--- config.mk ---
export PLATFORM = sky130hd
export DESIGN_NAME = bit_serializer_flat
export DESIGN_NICKNAME = d
export VERILOG_FILES = /design/src/rtl/serial_pkg.sv /design/src/rtl/bit_serializer_if.sv /design/src/rtl/bit_serializer.sv /design/src/flat_wrapper.sv
export SDC_FILE = /design/constraint.sdc
export NUM_CORES = 1
export LEC_CHECK = 0
export CAP_MARGIN = 20
export CELL_PAD_IN_SITES_DETAIL_PLACEMENT = 1
export CELL_PAD_IN_SITES_GLOBAL_PLACEMENT = 2
export CORE_ASPECT_RATIO = 1.1
export CORE_UTILIZATION = 26
export DETAILED_ROUTE_END_ITERATION = 16
export PLACE_DENSITY = 0.77
export SYNTH_ARGS = -nofsm -noshare
export SYNTH_HDL_FRONTEND = slang
export SYNTH_SLANG_ARGS = --single-unit
export TNS_END_PERCENT = 1
--- constraint.sdc ---
create_clock -name clk -period 1.5 [get_ports clk]
set_input_delay 0.3 -clock clk [delete_from_list [all_inputs] [get_ports clk]]
set_output_delay 0.3 -clock clk [all_outputs]
set_load 0.05 [all_outputs]
--- src/rtl/serial_pkg.sv ---
// rtl/serial_pkg.sv - state codes shared by the serializer and the sequence-detector bench
package serial_pkg;

  typedef enum logic {
    ST_IDLE  = 1'b0,
    ST_SHIFT = 1'b1
  } state_e;

endpackage

--- src/rtl/bit_serializer_if.sv ---
// rtl/bit_serializer_if.sv - word load handshake between upstream and bit_serializer
interface bit_serializer_if #(
  parameter int WIDTH = 8
) ();

  logic             load_valid;
  logic [WIDTH-1:0] load_data;
  logic             load_ready;

  modport master (output load_valid, output load_data, input load_ready);
  modport slave  (input load_valid, input load_data, output load_ready);

endinterface

--- src/rtl/bit_serializer.sv ---
// rtl/bit_serializer.sv - parallel-in/serial-out stage, one bit per clk on x
module bit_serializer
  import serial_pkg::*;
#(
  parameter int WIDTH     = 8,
  parameter bit MSB_FIRST = 1'b0,
  parameter bit IDLE_BIT  = 1'b0
) (
  input  logic             clk,
  input  logic             rst,
  bit_serializer_if.slave  ld,
  output logic             x,
  output logic             busy,
  output logic             done
);

  localparam int             CW       = (WIDTH > 1) ? $clog2(WIDTH) : 1;
  localparam logic [CW-1:0]  LAST_CNT = CW'(WIDTH - 1);

  state_e           state_q, state_d;
  logic [CW-1:0]    cnt_q, cnt_d;
  logic [WIDTH-1:0] sh_q, sh_d;
  logic             x_q, x_d;
  logic             busy_q, busy_d;
  logic             done_q, done_d;
  logic             last;
  logic             accept;

  function automatic logic head(input logic [WIDTH-1:0] w);
    return MSB_FIRST ? w[WIDTH-1] : w[0];
  endfunction

  function automatic logic [WIDTH-1:0] advance(input logic [WIDTH-1:0] w);
    return MSB_FIRST ? {w[WIDTH-2:0], 1'b0} : {1'b0, w[WIDTH-1:1]};
  endfunction

  assign last          = (state_q == ST_SHIFT) && (cnt_q == LAST_CNT);
  assign ld.load_ready = ~rst & ((state_q == ST_IDLE) | last);
  assign accept        = ld.load_valid & ld.load_ready;

  // The shift register holds only the bits not yet on x, so x stays a plain flop.
  always_comb begin
    state_d = state_q;
    cnt_d   = cnt_q;
    sh_d    = sh_q;
    x_d     = x_q;
    busy_d  = busy_q;
    done_d  = done_q;
    if (accept) begin
      state_d = ST_SHIFT;
      cnt_d   = '0;
      x_d     = head(ld.load_data);
      sh_d    = advance(ld.load_data);
      busy_d  = 1'b1;
      done_d  = 1'b0;
    end else if ((state_q == ST_SHIFT) && !last) begin
      cnt_d   = cnt_q + CW'(1);
      x_d     = head(sh_q);
      sh_d    = advance(sh_q);
      busy_d  = 1'b1;
      done_d  = (cnt_d == LAST_CNT);
    end else begin
      state_d = ST_IDLE;
      cnt_d   = '0;
      sh_d    = '0;
      x_d     = IDLE_BIT;
      busy_d  = 1'b0;
      done_d  = 1'b0;
    end
  end

  always_ff @(posedge clk) begin
    if (rst) begin
      state_q <= ST_IDLE;
      cnt_q   <= '0;
      sh_q    <= '0;
      x_q     <= IDLE_BIT;
      busy_q  <= 1'b0;
      done_q  <= 1'b0;
    end else begin
      state_q <= state_d;
      cnt_q   <= cnt_d;
      sh_q    <= sh_d;
      x_q     <= x_d;
      busy_q  <= busy_d;
      done_q  <= done_d;
    end
  end

  assign x    = x_q;
  assign busy = busy_q;
  assign done = done_q;

endmodule

--- src/flat_wrapper.sv ---
// flat-port wrapper written by rule: the top's interface ports become plain ports
module bit_serializer_flat import serial_pkg::*;
#(
  parameter int WIDTH     = 8,
  parameter bit MSB_FIRST = 1'b0,
  parameter bit IDLE_BIT  = 1'b0
)
  (clk, rst, x, busy, done, ld_load_valid, ld_load_data, ld_load_ready);
  bit_serializer_if #(.WIDTH(WIDTH)) ld_i ();
  input  logic clk;
  input  logic rst;
  output logic x;
  output logic busy;
  output logic done;
  input wire logic [$bits(ld_i.load_valid)-1:0] ld_load_valid;
  input wire logic [$bits(ld_i.load_data)-1:0] ld_load_data;
  output wire logic [$bits(ld_i.load_ready)-1:0] ld_load_ready;
  assign ld_i.load_valid = ld_load_valid;
  assign ld_i.load_data = ld_load_data;
  assign ld_load_ready = ld_i.load_ready;
  bit_serializer #(.WIDTH(WIDTH), .MSB_FIRST(MSB_FIRST), .IDLE_BIT(IDLE_BIT)) u_core (.clk(clk), .rst(rst), .ld(ld_i), .x(x), .busy(busy), .done(done));
endmodule
=== After elaboration in Yosys (flattened, before gate mapping) ===
Cells that the tools add are included.

* Flip-flop bits (word level): 15
* Bits of input ports: 11
* Output and inout port bits: 4
* Logic and storage cells: 30

* Bitwise logic cells: 6
* Reduce and logical (&&, ||, !) cells: 5
* Add/sub/neg operators: 1
* Multiplexer cells: 8
* Eq/ne operators: 3

{| class="wikitable"
|+ Operators with widths
! kind !! number
|-
| $mux W7 || 2
|-
| $eq A3 B3 Y1 const B || 2
|-
| $mux W1 || 6
|-
| $add A3 B1 Y3 const B || 1
|-
| $not A1 Y1 || 3
|-
| $reduce_or A3 Y1 || 1
|-
| $and A1 B1 Y1 || 2
|-
| $logic_and A1 B1 Y1 || 2
|-
| $ne A2 B1 Y1 const B || 1
|-
| $reduce_or A2 Y1 || 1
|-
| $logic_not A1 Y1 || 1
|-
| $or A1 B1 Y1 || 1
|}

=== Logic depth before layout (Yosys ltp) ===
Gate-level depths: netlist (run 1).

* Depth in word-level cells: 6
* Gate-level depth with buffers: 6
* Gate-level depth less buffers: 5

=== Least setup slack after synthesis (run 1) ===
OpenSTA, ideal clock, no wires.

* Kind: register -> output
* From: register u_core.cnt_q[0]
* To: output ld_load_ready
* Arrival: 1.125 ns
* Buffers on the path: 1
* Stages on the path, launching flop included: 6
* Data required time: 1.200 ns
* Slack: 0.075 ns
* Cells stage by stage: dfxtp_1 > ha_1 > ha_1 > nor2b_4 > buf_6 > nor2_4

* Longest elaborated chain between the ends: 4

{| class="wikitable"
|+ RTL lines
! element !! RTL line !! RTL
|-
| start: declaration || bit_serializer.sv:21 || <nowiki>logic [CW-1:0] cnt_q, cnt_d;</nowiki>
|-
| start signal: assignment || bit_serializer.sv:82 || <nowiki>cnt_q <= cnt_d;</nowiki>
|-
| $eq A3 B3 Y1 || bit_serializer.sv:37 || <nowiki>assign last = (state_q == ST_SHIFT) && (cnt_q == LAST_CNT);</nowiki>
|-
| $logic_and A1 B1 Y1 || bit_serializer.sv:37 ||
|-
| $or A1 B1 Y1 || bit_serializer.sv:38 || <nowiki>assign ld.load_ready = ~rst & ((state_q == ST_IDLE) | last);</nowiki>
|-
| $and A1 B1 Y1 || bit_serializer.sv:38 ||
|-
| end: declaration || flat_wrapper.sv:17 || <nowiki>output wire logic [$bits(ld_i.load_ready)-1:0] ld_load_ready;</nowiki>
|}

Every way passes these cells.

=== Worst setup path after layout (run 1) ===
Ends and elaborated chain as after synthesis.

==> key figures, run 1 <==
Floorplanning
  – Die Ht: 49.7 µm
  – # rows: 16
  – Core Box Area: 1860 µm²
  – Starting Density: 0.288
  – Die area: 2250 µm²
  – Width of the die: 45.3 µm
  – I/O pin cnt: 15

Timing
  – Final setup fails: 1
  – Pins Over Slew Limit: 0
  – Worst Clk Skew: 0.00739 ns
  – Tcrit/Tclk final: 1.04
  – Fmax: 640 MHz
  – Worst slew pin tran: 0.327 ns
  – RSZ-0062 raised after global routing: yes
  – Slew headroom: 0.781
  – Final WS setup: -0.0629 ns
  – Tmin final: 1.56 ns
  – Final TNS setup: -0.0629 ns
  – Final hold vios: 0

Synthesis
  – Post-Syn Nets: 70
  – Register bit total from synthesis: 14
  – Post-synth top area share: 0.522
  – Commonest cells in the synthesized netlist: dfxtp_1 (14), nand2_1 (8), a21oi_1 (7), nand3_1 (7), nor2_1 (6)
  – EDFF count, synth: 0
  – Average cell area after synthesis: 9.59 µm²
  – Post-Synthesis Cells: 56
  – Top cells by area, synth: dfxtp_1 (52%), ha_1 (7.0%), a21oi_1 (6.5%)
  – Async S/R FF share, synth: 0
  – Yosys cell types: 16
  – Synth Flop Type: dfxtp_1
  – Most frequent cell after synthesis: dfxtp_1
  – Leading area contributor after synthesis: dfxtp_1
  – Post-synthesis sequential area ratio: 0.522
  – Synthesized cell area: 537 µm²
  – Synthesis warning total: 0

Clock tree
  – CTS tree: yes
  – Clock sink total: 14
  – Clock Tree Buf Depth: 2
  – Clock Tree Root: clkbuf_4
  – Hold-fix buffers, CTS: 0
  – Max H-tree Level: 1
  – CTS Buf Count: 3
  – Clock slew seen by the registers of the worst setup and hold paths: 0.08 ns
  – Worst-Skew Late Latency: 0.27 ns

Finish
  – Fraction of layout instances using a drive strength above 1: 0.312
  – Area of the multi-input gates: 254 µm²
  – Post-Layout Cell Count: 104
  – Area Overhead vs Synth: 53.4%
  – Area occupied by registers: 283 µm²
  – Ant diodes: 0
  – Net count, final: 92
  – Fillers: 224
  – Finished Cell Area: 823 µm²

Critical path
  – Critical path arrival: 1.26 ns
  – Worst path buffer plus inverter count: 1
  – Crit end category: output pin
  – Slowest cell delay on critical path: 0.34 ns
  – CP cell instances: ha_4 -> ha_4 -> nor2b_4 -> nor2_4 -> buf_12
  – Most numerous cell on the critical path: ha_4
  – CP Launch Type: flip-flop
  – CP max stage cell: dfxtp_2
  – Worst-path fanout max: 2
  – R2R setup slack: 0.04 ns
  – Critical Path RT: 1.20 ns
  – Delay-heaviest family, CP: flip-flops
  – Worst Path Class, Setup: reg2out

Route
  – Starting DRT DRC Count: 0
  – Drt pass-1 iters: 1
  – DRT Wirelength: 1190 µm
  – Vias per inst: 4.38
  – DRC: 0
  – Drt wl/cell: 11.5 µm
  – DRT antenna net count: 0
  – Vias: 455

Global route
  – GR Overflow Total: 0
  – Overall Global Routing Usage: 0.129
  – Largest net degree at the start of global routing: 10
  – First-pass GRT wire length: 1980 µm
  – Initial antenna violation count: 0
  – Number of global-route vias before repair: 427

Status
  – Failing checks: negative setup slack
  – Status: complete, but fails checks

Power and ir drop
  – Pwr Total: 0.775 mW
  – NetSw: 0.176 mW
  – Peak VDD IR: 0.000837 V
  – Power Dens Cells: 941 nW/µm²
  – Sw frac: 0.227
  – Clock power share: 0.334
  – Comb pwr share: 0.156
  – Internal cell power: 0.599 mW
  – Leakage: 0.337 nW
  – Register share of total power: 0.510

Placement
  – Routability Congestion: 0.671
  – Hpwl dp: 826 µm
  – Post-DP Area: 724 µm²
  – Setup WS pre-CTS: 0.0765 ns
  – Cell Count Post-Placement: 96
  – Port Buf Inserts: 14

Run
  – Max Cap Viol: 0

Worst hold path
  – HP Class: reg2reg
[cells by family after synthesis]
group,share of synthesized area
compound gates,0.0653
simple gates,0.282
buf+inv,0.0606
flops,0.522
fa+ha+maj,0.0699
[worst paths after layout]
| kind | start | to | depth (start not counted) |
|---|---|---|---|
| worst max-delay path | u_core.cnt_q[0] | ld_load_ready | 5 |
| worst min-delay path | u_core.sh_q[2] | u_core.sh_q[1] | 2 |
| worst max register to register | u_core.cnt_q[0] | u_core.sh_q[2] | 7 |
| worst min register to register | u_core.sh_q[2] | u_core.sh_q[1] | 2 |
[per-stage QoR]
stage	utilization	hold WS, ns
after floorplan	-	0.416
after global placement	0.389	0.428
after detailed placement	0.389	0.435
after CTS	0.431	0.448
after global routing	0.442	0.467
final	0.442	0.436
[power by group through the flow]
stage                     combinational, mW  clock, mW  sequential, mW
final                                 0.121      0.259           0.395
after global routing                  0.131      0.298           0.398
after CTS                             0.118      0.272           0.395
after detailed placement              0.115          0           0.403
after global placement                0.113          0           0.403
after floorplan                      0.0526          0           0.411
[worst min-delay path: cells and delay by family (launching register included)]
| kind | cells | cell delay, ns |
|---|---|---|
| flip-flops | 1 | 0.30 |
| AND/OR/NAND/NOR | 1 | 0.05 |
| AO/OA/AOI/OAI | 1 | 0.05 |
[metal layers]
metal / track usage / up-vias / routed length (µm)
li1: - / 228 / -
met1: 0.131 / 214 / 480
met2: 0.227 / 11 / 646
met3: 0.0549 / 2 / 50
met4: 0.0455 / 0 / 13
met5: 0 / - / 0
[layout make-up]
cell class,instances,area share
Sequential cell,14,0.343
Timing Repair Buffer,20,0.258
Tap cell,27,0.0410
Inverter,1,0.00456
Multi-Input combinational cell,38,0.309
Clock buffer,4,0.0441
[placed cells by master (no fill, tap or decap), drive strengths merged]
master,instances
nor2b,1
or2b,1
nor2,7
inv,1
nand3,7
nand2,8
dfxtp,14
clkdlybuf4s50,10
buf,10
and2,1
a21oi,7
and3,3
clkbuf,4
ha,3
[flip-flops by register name (all words and copies together), names as in the netlist]
name / count
u_core.sh_q: 7
u_core.busy: 1
u_core.state_q: 1
u_core.cnt_q: 3
u_core.done: 1
u_core.x: 1
[repair_timing]
item / in CTS / in global routing
endpoints found under the setup margin: 1 / 1
resized for setup: 6 / 1
hold endpoints to repair: 0 / 0
cloned: 0 / 0
buffers inserted: 2 / 2
No activity file was read; power rests on OpenSTA's default activity.
==> run 2, diff against run 1 <==
- CAP_MARGIN: 20 -> 30
==> results of run 2 <==
Final layout, timing and power as in run 1 (identical DEF).
